--- src/rtl/pipelined_carry_adder_if.sv ---
// Operand/result bus for pipelined_carry_adder: valid/ready in, valid/ready out.
// The ovf signal exists only when PCA_OVERFLOW_EN is defined.
interface pipelined_carry_adder_if #(
   parameter int unsigned WIDTH = 16
);
   logic             in_valid;
   logic             in_ready;
   logic [WIDTH-1:0] a;
   logic [WIDTH-1:0] b;
   logic             cin;
   logic             sub;
   logic             out_valid;
   logic             out_ready;
   logic [WIDTH-1:0] sum;
   logic             cout;
`ifdef PCA_OVERFLOW_EN
   logic             ovf;

   modport master (
      output in_valid, a, b, cin, sub, out_ready,
      input  in_ready, out_valid, sum, cout, ovf
   );
   modport slave (
      input  in_valid, a, b, cin, sub, out_ready,
      output in_ready, out_valid, sum, cout, ovf
   );
`else
   modport master (
      output in_valid, a, b, cin, sub, out_ready,
      input  in_ready, out_valid, sum, cout
   );
   modport slave (
      input  in_valid, a, b, cin, sub, out_ready,
      output in_ready, out_valid, sum, cout
   );
`endif
endinterface

--- src/rtl/pipelined_carry_adder.sv ---
// Pipelined carry-chain adder/subtractor: STAGES ripple slices with registered carries.
// Define PCA_OVERFLOW_EN to add the registered signed-overflow output ovf.
module pipelined_carry_adder #(
   parameter int unsigned WIDTH  = 16,
   parameter int unsigned STAGES = 4
) (
   input  logic                   clk,
   input  logic                   rst,
   pipelined_carry_adder_if.slave bus
);
   localparam int unsigned C  = WIDTH / STAGES;
   localparam int unsigned CW = C + 1;

   // Stage k holds the beat before slice k has been added.
   logic [WIDTH-1:0]  a_q     [STAGES];
   logic [WIDTH-1:0]  bp_q    [STAGES];
   logic [WIDTH-1:0]  s_q     [STAGES];
   logic              c_q     [STAGES];
   logic [STAGES-1:0] v_q;

   logic [CW-1:0]     slice_c [STAGES];
   logic [WIDTH-1:0]  s_nxt_c [STAGES];
   logic              c_nxt_c [STAGES];
   logic [STAGES:0]   en_c;

   logic              out_valid_q;
   logic [WIDTH-1:0]  sum_q;
   logic              cout_q;
`ifdef PCA_OVERFLOW_EN
   logic              ovf_q;
`endif

   // Slice k ripple add on the beat held in stage k.
   always_comb begin
      for (int unsigned k = 0; k < STAGES; k++) begin
         slice_c[k] = {1'b0, a_q[k][k*C +: C]} + {1'b0, bp_q[k][k*C +: C]} + CW'(c_q[k]);
         s_nxt_c[k] = s_q[k];
         s_nxt_c[k][k*C +: C] = slice_c[k][C-1:0];
         c_nxt_c[k] = slice_c[k][C];
      end
   end

   // Ready chain from the output back to stage 0; an empty register always loads.
   always_comb begin
      en_c = '0;
      en_c[STAGES] = !out_valid_q || bus.out_ready;
      for (int k = int'(STAGES) - 1; k >= 0; k--) begin
         en_c[k] = !v_q[k] || en_c[k+1];
      end
   end

   always_ff @(posedge clk or posedge rst) begin
      if (rst) begin
         v_q         <= '0;
         out_valid_q <= 1'b0;
         sum_q       <= '0;
         cout_q      <= 1'b0;
`ifdef PCA_OVERFLOW_EN
         ovf_q       <= 1'b0;
`endif
         for (int unsigned k = 0; k < STAGES; k++) begin
            a_q[k]  <= '0;
            bp_q[k] <= '0;
            s_q[k]  <= '0;
            c_q[k]  <= 1'b0;
         end
      end else begin
         if (en_c[0]) begin
            v_q[0] <= bus.in_valid;
            if (bus.in_valid) begin
               a_q[0]  <= bus.a;
               bp_q[0] <= bus.sub ? ~bus.b : bus.b;
               s_q[0]  <= '0;
               c_q[0]  <= bus.sub | bus.cin;
            end
         end
         for (int unsigned k = 1; k < STAGES; k++) begin
            if (en_c[k]) begin
               v_q[k] <= v_q[k-1];
               if (v_q[k-1]) begin
                  a_q[k]  <= a_q[k-1];
                  bp_q[k] <= bp_q[k-1];
                  s_q[k]  <= s_nxt_c[k-1];
                  c_q[k]  <= c_nxt_c[k-1];
               end
            end
         end
         // Output register takes the last slice; data only moves with a valid beat.
         if (en_c[STAGES]) begin
            out_valid_q <= v_q[STAGES-1];
            if (v_q[STAGES-1]) begin
               sum_q  <= s_nxt_c[STAGES-1];
               cout_q <= c_nxt_c[STAGES-1];
`ifdef PCA_OVERFLOW_EN
               ovf_q  <= (a_q[STAGES-1][WIDTH-1] == bp_q[STAGES-1][WIDTH-1]) &&
                         (s_nxt_c[STAGES-1][WIDTH-1] != a_q[STAGES-1][WIDTH-1]);
`endif
            end
         end
      end
   end

   assign bus.in_ready  = en_c[0];
   assign bus.out_valid = out_valid_q;
   assign bus.sum       = sum_q;
   assign bus.cout      = cout_q;
`ifdef PCA_OVERFLOW_EN
   assign bus.ovf       = ovf_q;
`endif

endmodule

--- src/flat_wrapper.sv ---
// flat-port wrapper written by rule: the top's interface ports become plain ports
module pipelined_carry_adder_flat 
#(
   parameter int unsigned WIDTH  = 16,
   parameter int unsigned STAGES = 4
)
  (clk, rst, bus_in_valid, bus_a, bus_b, bus_cin, bus_sub, bus_out_ready, bus_in_ready, bus_out_valid, bus_sum, bus_cout);
  pipelined_carry_adder_if #(.WIDTH(WIDTH)) bus_i ();
  input  logic clk;
  input  logic rst;
  input wire logic [$bits(bus_i.in_valid)-1:0] bus_in_valid;
  input wire logic [$bits(bus_i.a)-1:0] bus_a;
  input wire logic [$bits(bus_i.b)-1:0] bus_b;
  input wire logic [$bits(bus_i.cin)-1:0] bus_cin;
  input wire logic [$bits(bus_i.sub)-1:0] bus_sub;
  input wire logic [$bits(bus_i.out_ready)-1:0] bus_out_ready;
  output wire logic [$bits(bus_i.in_ready)-1:0] bus_in_ready;
  output wire logic [$bits(bus_i.out_valid)-1:0] bus_out_valid;
  output wire logic [$bits(bus_i.sum)-1:0] bus_sum;
  output wire logic [$bits(bus_i.cout)-1:0] bus_cout;
  assign bus_i.in_valid = bus_in_valid;
  assign bus_i.a = bus_a;
  assign bus_i.b = bus_b;
  assign bus_i.cin = bus_cin;
  assign bus_i.sub = bus_sub;
  assign bus_i.out_ready = bus_out_ready;
  assign bus_in_ready = bus_i.in_ready;
  assign bus_out_valid = bus_i.out_valid;
  assign bus_sum = bus_i.sum;
  assign bus_cout = bus_i.cout;
  pipelined_carry_adder #(.WIDTH(WIDTH), .STAGES(STAGES)) u_core (.clk(clk), .rst(rst), .bus(bus_i));
endmodule
--- config.mk ---
export PLATFORM = sky130hd
export DESIGN_NAME = pipelined_carry_adder_flat
export DESIGN_NICKNAME = d
export VERILOG_FILES = /design/src/rtl/pipelined_carry_adder_if.sv /design/src/rtl/pipelined_carry_adder.sv /design/src/flat_wrapper.sv
export SDC_FILE = /design/constraint.sdc
export NUM_CORES = 1
export LEC_CHECK = 0
export CAP_MARGIN = 30
export CORE_AREA = 2 2 114 116
export DETAILED_ROUTE_END_ITERATION = 10
export DIE_AREA = 0 0 116 118
export GPL_TIMING_DRIVEN = 0
export PLACE_DENSITY_LB_ADDON = 0.05
export SYNTH_ARGS = -nofsm -noshare
export SYNTH_HDL_FRONTEND = slang
export SYNTH_SLANG_ARGS = --single-unit
--- constraint.sdc ---
create_clock -name clk -period 4.3 [get_ports clk]
set_input_delay 0.43 -clock clk [delete_from_list [all_inputs] [get_ports clk]]
set_output_delay 0.43 -clock clk [all_outputs]
set_load 0.1 [all_outputs]
# Word level (Yosys, flattened, before mapping)
# Cells that the tools add are included.
# totals
regBits	178
output_inout_bits	19
input_bits	38
wordCells	48
# classes
bitwise	2
n_mux	1
n_addsub	8
n_reduce_logical	15
# ops
operator	n
$add A4 B4 Y5	4
$add A5 B1 Y5	4
$mux W16	1
$not A16 Y16	1
$reduce_and A2 Y1	5
$logic_not A1 Y1	5
$logic_or A1 B1 Y1	5
$or A1 B1 Y1	1

# Longest topological paths before layout
# Gate-level depths: netlist of the first run.
# depth
ltp_word	7
mapped_depth	7
ltp_nobuf	7

# Worst setup path after synthesis of the first run
# Ideal clock, no wire load.
# synth_timing
path_type	register to output
startpoint	reg u_core.out_valid_q, in the netlist u_core.bus.out_valid
endpoint	out bus_in_ready
required_ps	3870
arrival_time_ps	2129
path_stages_with_launch	3
setup_slack_ps	1741
n_path_buf	0
cell_sequence	dfrtp_1 and4b_4 nand3_1
# synth_via
elab_chain_len	6
# synth_rtl
item	line_no	text
start: declaration	pipelined_carry_adder.sv:26	logic out_valid_q;
start signal: assignment	pipelined_carry_adder.sv:90	out_valid_q <= v_q[STAGES-1];
$logic_not A1 Y1	pipelined_carry_adder.sv:46	en_c[STAGES] = !out_valid_q || bus.out_ready;
$logic_or A1 B1 Y1	pipelined_carry_adder.sv:46	
$logic_or A1 B1 Y1 (4 in series)	pipelined_carry_adder.sv:48	en_c[k] = !v_q[k] || en_c[k+1];
end: declaration	flat_wrapper.sv:17	output wire logic [$bits(bus_i.in_ready)-1:0] bus_in_ready;
# Every way passes these cells.

# Worst setup path after layout of the first run
# layout_timing
startpoint	in bus_out_ready
endpoint	out bus_in_ready
# layout_via
elab_chain_len	5
# layout_rtl
item	line_no	text
start: declaration	flat_wrapper.sv:16	input wire logic [$bits(bus_i.out_ready)-1:0] bus_out_ready;
$logic_or A1 B1 Y1	pipelined_carry_adder.sv:46	
$logic_or A1 B1 Y1 (4 in series)	pipelined_carry_adder.sv:48	
# Every way passes these cells.

==> results of run 1 <==
[worst paths after layout]
check	depth (start not counted)	slack [ns]	end
max in group asynchronous	3	3.08	u_core.a_q[52]
worst min-delay path	2	0.48	u_core.bus.sum[14]
min in group asynchronous	2	0.50	u_core.bus.sum[14]
worst min register to register	2	0.48	u_core.bus.sum[14]
worst max register to register	5	2.48	u_core.bus.cout
worst max-delay path	4	1.48	bus_in_ready
[metrics by stage]
step / setup TNS, ns / util / hold WS, ns
2_1_floorplan: 0 / - / 0.445
3_5_place_dp: 0 / 0.508 / 0.472
5_1_grt: 0 / 0.552 / 0.500
6_report: 0 / 0.552 / 0.476
3_3_place_gp: -182.57 / 0.505 / 0.467
4_1_cts: 0 / 0.552 / 0.477
[cell type report]
cell class                 count  area, µm²  area share
tap                          172        215      0.0314
timing repair buffer          56        578      0.0843
sequential                   130       3250       0.474
clock inverter                 7       85.1      0.0124
inverter                      17       68.8      0.0100
multi-input combinational    235       2060       0.301
buffer                        17        123      0.0179
clock buffer                  21        470      0.0686
[metal layers]
metal	global-route usage	vias up	share of wire	wire, µm
li1	-	1508	-	-
met1	0.220	1495	0.50	4630
met2	0.225	52	0.45	4220
met3	0.0479	12	0.033	303
met4	0.0491	0	0.015	140
met5	0	-	0	0
[logic make-up (layout without fill, tap and decap cells)]
logic type / after synthesis / in the layout / synth area share
AO/OA/AOI/OAI: 53 / 53 / 0.0562
buffers and inverters: 34 / 118 / 0.0339
multiplexers: 91 / 91 / 0.186
AND/OR/NAND/NOR: 48 / 48 / 0.0396
flip-flops: 130 / 130 / 0.591
adder cells (fa/ha/maj): 20 / 20 / 0.0564
XOR/XNOR: 23 / 23 / 0.0366
[flip-flops by register name (all words and copies together) (netlist names)]
signal	count
u_core.a_q	40
u_core.bus.out_valid	1
u_core.bp_q	40
u_core.bus.cout	1
u_core.bus.sum	16
u_core.s_nxt_c	24
u_core.c_q	4
u_core.v_q	4
[critical path, cell delays in order]
cell and delay [ns]:
clkdlybuf4s50_1 0.50, and4b_4 0.23, nand3_1 0.10, clkdlybuf4s50_1 1.13
[cells in the final DEF, fill, tap and decap left out, types with 6 or more instances in the layout]
master and count:
a21oi_1 21, clkdlybuf4s50_1 55, o21ai_0 20, clkbuf_16 17
a21o_1 6, nor2_1 15, dfrtp_1 130, nand2_1 22
buf_2 8, mux2_2 91, xnor2_1 17, inv_1 16
ha_1 12, fa_1 8, xor2_1 6
[power groups by stage]
stage / logic, W / registers [W] / clock network [W]
detailed placement: 0.00184 / 0.00194 / 0
CTS: 0.00184 / 0.00192 / 0.00139
finish: 0.00182 / 0.00191 / 0.00136
global route: 0.00199 / 0.00198 / 0.00146
floorplan: 0.000877 / 0.00243 / 0
global placement: 0.00181 / 0.00193 / 0
==> summary by stage, run 1 <==
Finish
Summing all non-filler instances in the final layout gives an area of 0.00686 mm². The fraction of final layout cells sized beyond drive strength 1 is 0.288. The count of placed standard cells in the final layout, fillers left out is 655. The count of filler cells inserted in the layout is 1117. For this run, the post-layout net count is 532. Relative to the synthesized area, the layout overhead comes to 24.6%.

The number of antenna repair diodes is 0.

Die
The number of ports placed on the die boundary is 57. The starting density of the core is 0.443. The die width is 116 µm.

In this run the standard cell core region covers 0.0124 mm². The overall die height is 118 µm. The area of the die is 0.0137 mm².

Row generation in the floorplan step produced 41 rows.

Timing
Setup violations remaining at the end of the flow were counted as 0. The number of endpoints with negative hold slack in the final report is 0. The maximum clock frequency is 355 MHz. At the pin with the least slew margin, the transition time is 0.965 ns.

Setup repair after global routing left no endpoint under its margin. Measured against its own limit, the worst slew margin works out to 0.355. The slack of the critical path is 1.48 ns. The share of the clock period used by the worst path after layout is 0.656. The setup clock skew after layout is 0.00767 ns.

The max-slew violation count is 0. The final critical delay including setup and external delays is 2.82 ns.

Placement
Before CTS, the worst setup slack after placement is 1.47 ns. The congestion estimate from routability-driven global placement came to 0.734. The cell area after placement is 0.00630 mm². In this run, placement finished with an instance count of 627. The count of buffers added on input and output ports is 55.

The post-detailed-placement half-perimeter wirelength is 6680 µm.

Synthesis
The top-area cell type share of the netlist area is 0.591. The number of distinct library cell variants in the gate-level netlist after synthesis is 30. Counting every instance in the synthesized netlist gives 399. The area of the mapped netlist is 0.00550 mm².

By count the netlist is led by dfrtp_1 (130), mux2_2 (91), nand2_1 (22). Yosys printed 0 warnings. In this run, synthesis inferred 0 flip-flops with an integrated enable. The synthesized design spends more area on one cell type than any other, namely dfrtp_1. The async set-or-reset flop fraction in the synthesized netlist is 1.00. The synthesized area divided by synthesized cell count is 13.8 µm². The sequential fraction of the synthesis area is 0.591. The post-synthesis sequential element count is 130. The most used flip-flop cell after synthesis is dfrtp_1.

The number of nets handed over by synthesis was 457. The most frequently used cell type in the post-synthesis netlist is dfrtp_1. Sorting the synthesized cells by area gives the leading types as dfrtp_1 (59%), mux2_2 (19%), fa_1 (2.9%).

Worst hold path
The worst min-delay path class is reg2reg. The startpoint of the tightest hold check path is u_core.bus.sum[14].

Power and ir drop
The share of total power dissipated in combinational logic is 0.357. The share of total power consumed by net switching is 0.355. The leakage power figure is 2.97 nW. The total net switching power is 0.00180 W. The cell-internal power is 0.00328 W. The power share of the sequential group is 0.376. The power density normalized to cell area is 742 mW/mm². IR analysis of the VDD net gives a maximum drop of 0.300 mV. Of the total power, the clock network draws 0.267. Summing internal, switching and leakage power gives 0.00509 W.

Global route
The number of global-route vias before repair is 3126. In the global route stage, overall resource usage came out at 0.154. Summed over all layers, the global routing overflow is 0. Entering global routing, the biggest net connects 68 pins. The initial antenna violation count came to 0. The global-route wire length before repair is 16100 µm.

Critical path
By startpoint and endpoint, the worst setup path is classified as in2out. The top fanout value on the critical path is 4. The nature of the critical path endpoint is an output port. The worst endpoint required time is 3.87 ns.

STA puts the critical path data arrival time at 2.39 ns. The first element of the critical path is bus_out_ready. The worst setup path is launched from a primary input. In this run the critical register-to-register path is launched from u_core.c_q[0].

CTS
In this run the number of H-tree levels came out at 4. After clock tree synthesis, the setup repair step added 0 buffers. CTS saw 130 sinks. The clock latency on the worst-skew pair is 0.40 ns. CTS placed an instance of clkbuf_16 at the clock tree root. The clock tree from TritonCTS is done. The hold-fix buffer count after cts is 0.

Counting the buffers created by CTS gives 17. Post-CTS repair changed the size of 0 cells. After clock tree synthesis, the clock-pin slew on the worst setup and hold paths is 0.05 ns. The maximum buffer depth of the clock tree is 2.

Route
After the first detailed-routing iteration, the DRC count stood at 137. The post-route antenna net violation count is 0. Dividing the detail-routed wire length by the instance count gives 14.2 µm. The total number of vias is 3067. Before antenna repair, the detailed router went through 4 iterations.

In the routed design, unresolved DRC markers number 0. The final wirelength is 9300 µm. The ratio of routed vias to standard cells is 4.68.

Outcome
The run finished with clean final reports.

Run
The max capacitance violation total is 0.
Note: power is estimated with default switching activity, not from simulation.
==> run 2, diff against run 1 <==
clock period = 2.8 ns   (was 4.3 ns; I/O delays follow)
==> summary by stage, run 2 (synthesis gave the netlist of run 1 again) <==
Outcome
The run finished with clean final reports.

Finish
The top cell types in the final layout, fill and taps aside, are dfrtp_1 (130), mux2_2 (91), clkdlybuf4s50_1 (55). The sequential cells in the finished layout cover a total of 0.00325 mm². Leaving out fill and tap cells, the most frequent cell in the layout is dfrtp_1.

The final net count is 535. Relative to the synthesized area, the layout overhead comes to 25.9%. The number of antenna repair diodes is 0.

Summing all multi-input logic gate instances after layout gives 0.00206 mm². Fill cells in the final layout number 1081. In the final layout, the share of cells above drive strength 1 is 0.292.

CTS
The clock tree from TritonCTS is done. The tree is rooted in a clkbuf_16. After clock tree synthesis, the setup repair step added 0 buffers. The clock passes through at most 2 buffers. The CTS sink count is 130. The total clock buffers created by CTS is 17.

The clock reaches the later pin of the worst-skew pair after 0.41 ns. The hold-fix buffer count after cts is 0. The quantity of gates resized following cts is 0. The clock tree synthesis step divided the H-tree into 4 levels. The post-CTS clock slew at the launch and capture registers of the worst setup and hold paths is 0.05 ns.

Placement
Detailed placement ended at an HPWL of 7020 µm. Routability-driven placement finished with a final weighted congestion of 0.716. Input and output buffers added on the ports amount to 55.

Die
In this run the vertical extent of the chip is 118 µm. The floorplan core area is 0.0124 mm². Pin placement for this block handled 57 I/O pins. For this configuration, the core starts out at a cell density of 0.443. From left edge to right edge, the die measures 116 µm.

After floorplanning, the core was divided into 41 placement rows. The area of the die is 0.0137 mm².

Critical path
STA puts the critical path data required time at 2.52 ns. Along the worst path, the maximum fanout reaches 5. The startpoint kind of the worst setup timing path is a flop.

The category of the most critical setup path is reg2out. The worst endpoint data arrival time is 2.29 ns. The nature of the critical path endpoint is an output port.

Route
Detailed routing inserted a total of 3089 vias. The final wirelength is 9480 µm. In this run, the number of DRC markers left after iteration 0 of detailed routing was 116.

The post-route antenna net violation count is 0. The first detailed-routing pass ran for 4 iterations. After detailed routing, the number of remaining DRC violations is 0.

Dividing the detail-routed wire length by the instance count gives 14.4 µm. The ratio of routed vias to standard cells is 4.69.

Timing
Final hold analysis gives a worst-case slack of 0.289 ns. The worst path in the final design needs a cycle of 2.57 ns, including I/O delays and setup. Measured against its own limit, the worst slew margin works out to 0.354.

The max-slew violation count is 0. Timing would allow up to 389 MHz. The number of endpoints with negative hold slack in the final report is 0.

The worst-margin pin slew is 0.966 ns. The setup clock skew after layout is 0.00722 ns. The share of the clock period used by the worst path after layout is 0.918.

For the final routed database, the setup TNS stands at 0 ns. The number of setup violations in the final report is 0. Setup repair after global routing left no endpoint under its margin.

Run
The tool flagged a number of max-cap violations equal to 0.

Global route
The global-route wire length before repair is 16200 µm. The total overflow left after global routing is 0. The aggregate global-route resource usage is 0.156.

The initial antenna violation count is 0. The number of global-route vias before repair was 3162. The pin count of the biggest net entering global routing is 33.

Power and ir drop
The leakage power figure is 2.99 nW. Power spread over the standard cell area amounts to 1130 mW/mm². The share of total power consumed by net switching is 0.353. The fraction of power consumed by the clock network is 0.269. The total design power is 0.00786 W. In this run the power spent charging and discharging nets is 0.00278 W. The portion of total power attributed to combinational logic is 0.358. The cell-internal power is 0.00508 W. The share of total power dissipated in sequential elements is 0.373. The maximum resistive drop on vdd is 0.285 mV.

Worst hold path
The worst min-delay path class is in2async.
[run 2: changes by cell type in the layout (fill, tap and decap cells not counted)]
| cell | previous run | this run |
|---|---|---|
| buf_12 | 0 | 3 |
| clkbuf_1 | 2 | 3 |
| clkbuf_8 | 3 | 4 |
| clkinv_2 | 5 | 4 |
| clkinvlp_4 | 0 | 1 |
| inv_6 | 1 | 0 |
[run 2: metrics by stage]
stage | setup slack (ns) | util | instances | area (µm²)
after floorplan | 0.317 | - | 399 | 5510
after global placement | -0.296 | 0.505 | 626 | 6270
after detailed placement | 0.254 | 0.512 | 630 | 6360
after CTS | 0.207 | 0.558 | 659 | 6930
after global routing | 0.159 | 0.558 | 659 | 6930
final | 0.230 | 0.558 | 659 | 6930
[run 2: path summary, 6_finish.rpt]
path | from | end | slack [ns] | cells after the start
hold reg to reg | u_core.bus.sum[14] | u_core.bus.sum[14] | 0.48 | 2
min in group clk | bus_sub | u_core.bp_q[62] | 0.34 | 3
max in group asynchronous | rst | u_core.bus.sum[11] | 1.54 | 5
setup reg to reg | u_core.c_q[0] | u_core.bus.cout | 0.95 | 5
hold / removal | rst | u_core.a_q[47] | 0.29 | 2
setup / recovery | u_core.v_q[3] | bus_in_ready | 0.23 | 3
[run 2: critical path, stage by stage, from the launching register on]
cell and delay (ns):
dfrtp_1 0.41, and4b_4 0.23, nand3_1 0.10, clkdlybuf4s50_1 1.13
[run 2: metal layers]
layer | global-route usage | part of all wire
met1 | 0.215 | 0.49
met2 | 0.234 | 0.46
met3 | 0.0443 | 0.037
met4 | 0.0603 | 0.011
met5 | 0 | 0
[run 2: power groups by stage]
| stage | Combinational, W | Clock [W] | Sequential [W] |
|---|---|---|---|
| finish | 0.00281 | 0.00211 | 0.00293 |
| global route | 0.00307 | 0.00226 | 0.00303 |
| CTS | 0.00285 | 0.00217 | 0.00295 |
| detailed placement | 0.00284 | 0 | 0.00298 |
| global placement | 0.00278 | 0 | 0.00296 |
| floorplan | 0.00135 | 0 | 0.00374 |
[run 2: area by class of cell]
| cell class | instances | share of cell area |
|---|---|---|
| multi-input cells | 235 | 0.298 |
| flip-flops and latches | 130 | 0.470 |
| repair buffers | 59 | 0.0921 |
| inverters | 17 | 0.00975 |
| plain buffers | 17 | 0.0177 |
| well taps | 172 | 0.0311 |
| clock buffers | 23 | 0.0704 |
| clock inverters | 6 | 0.0116 |
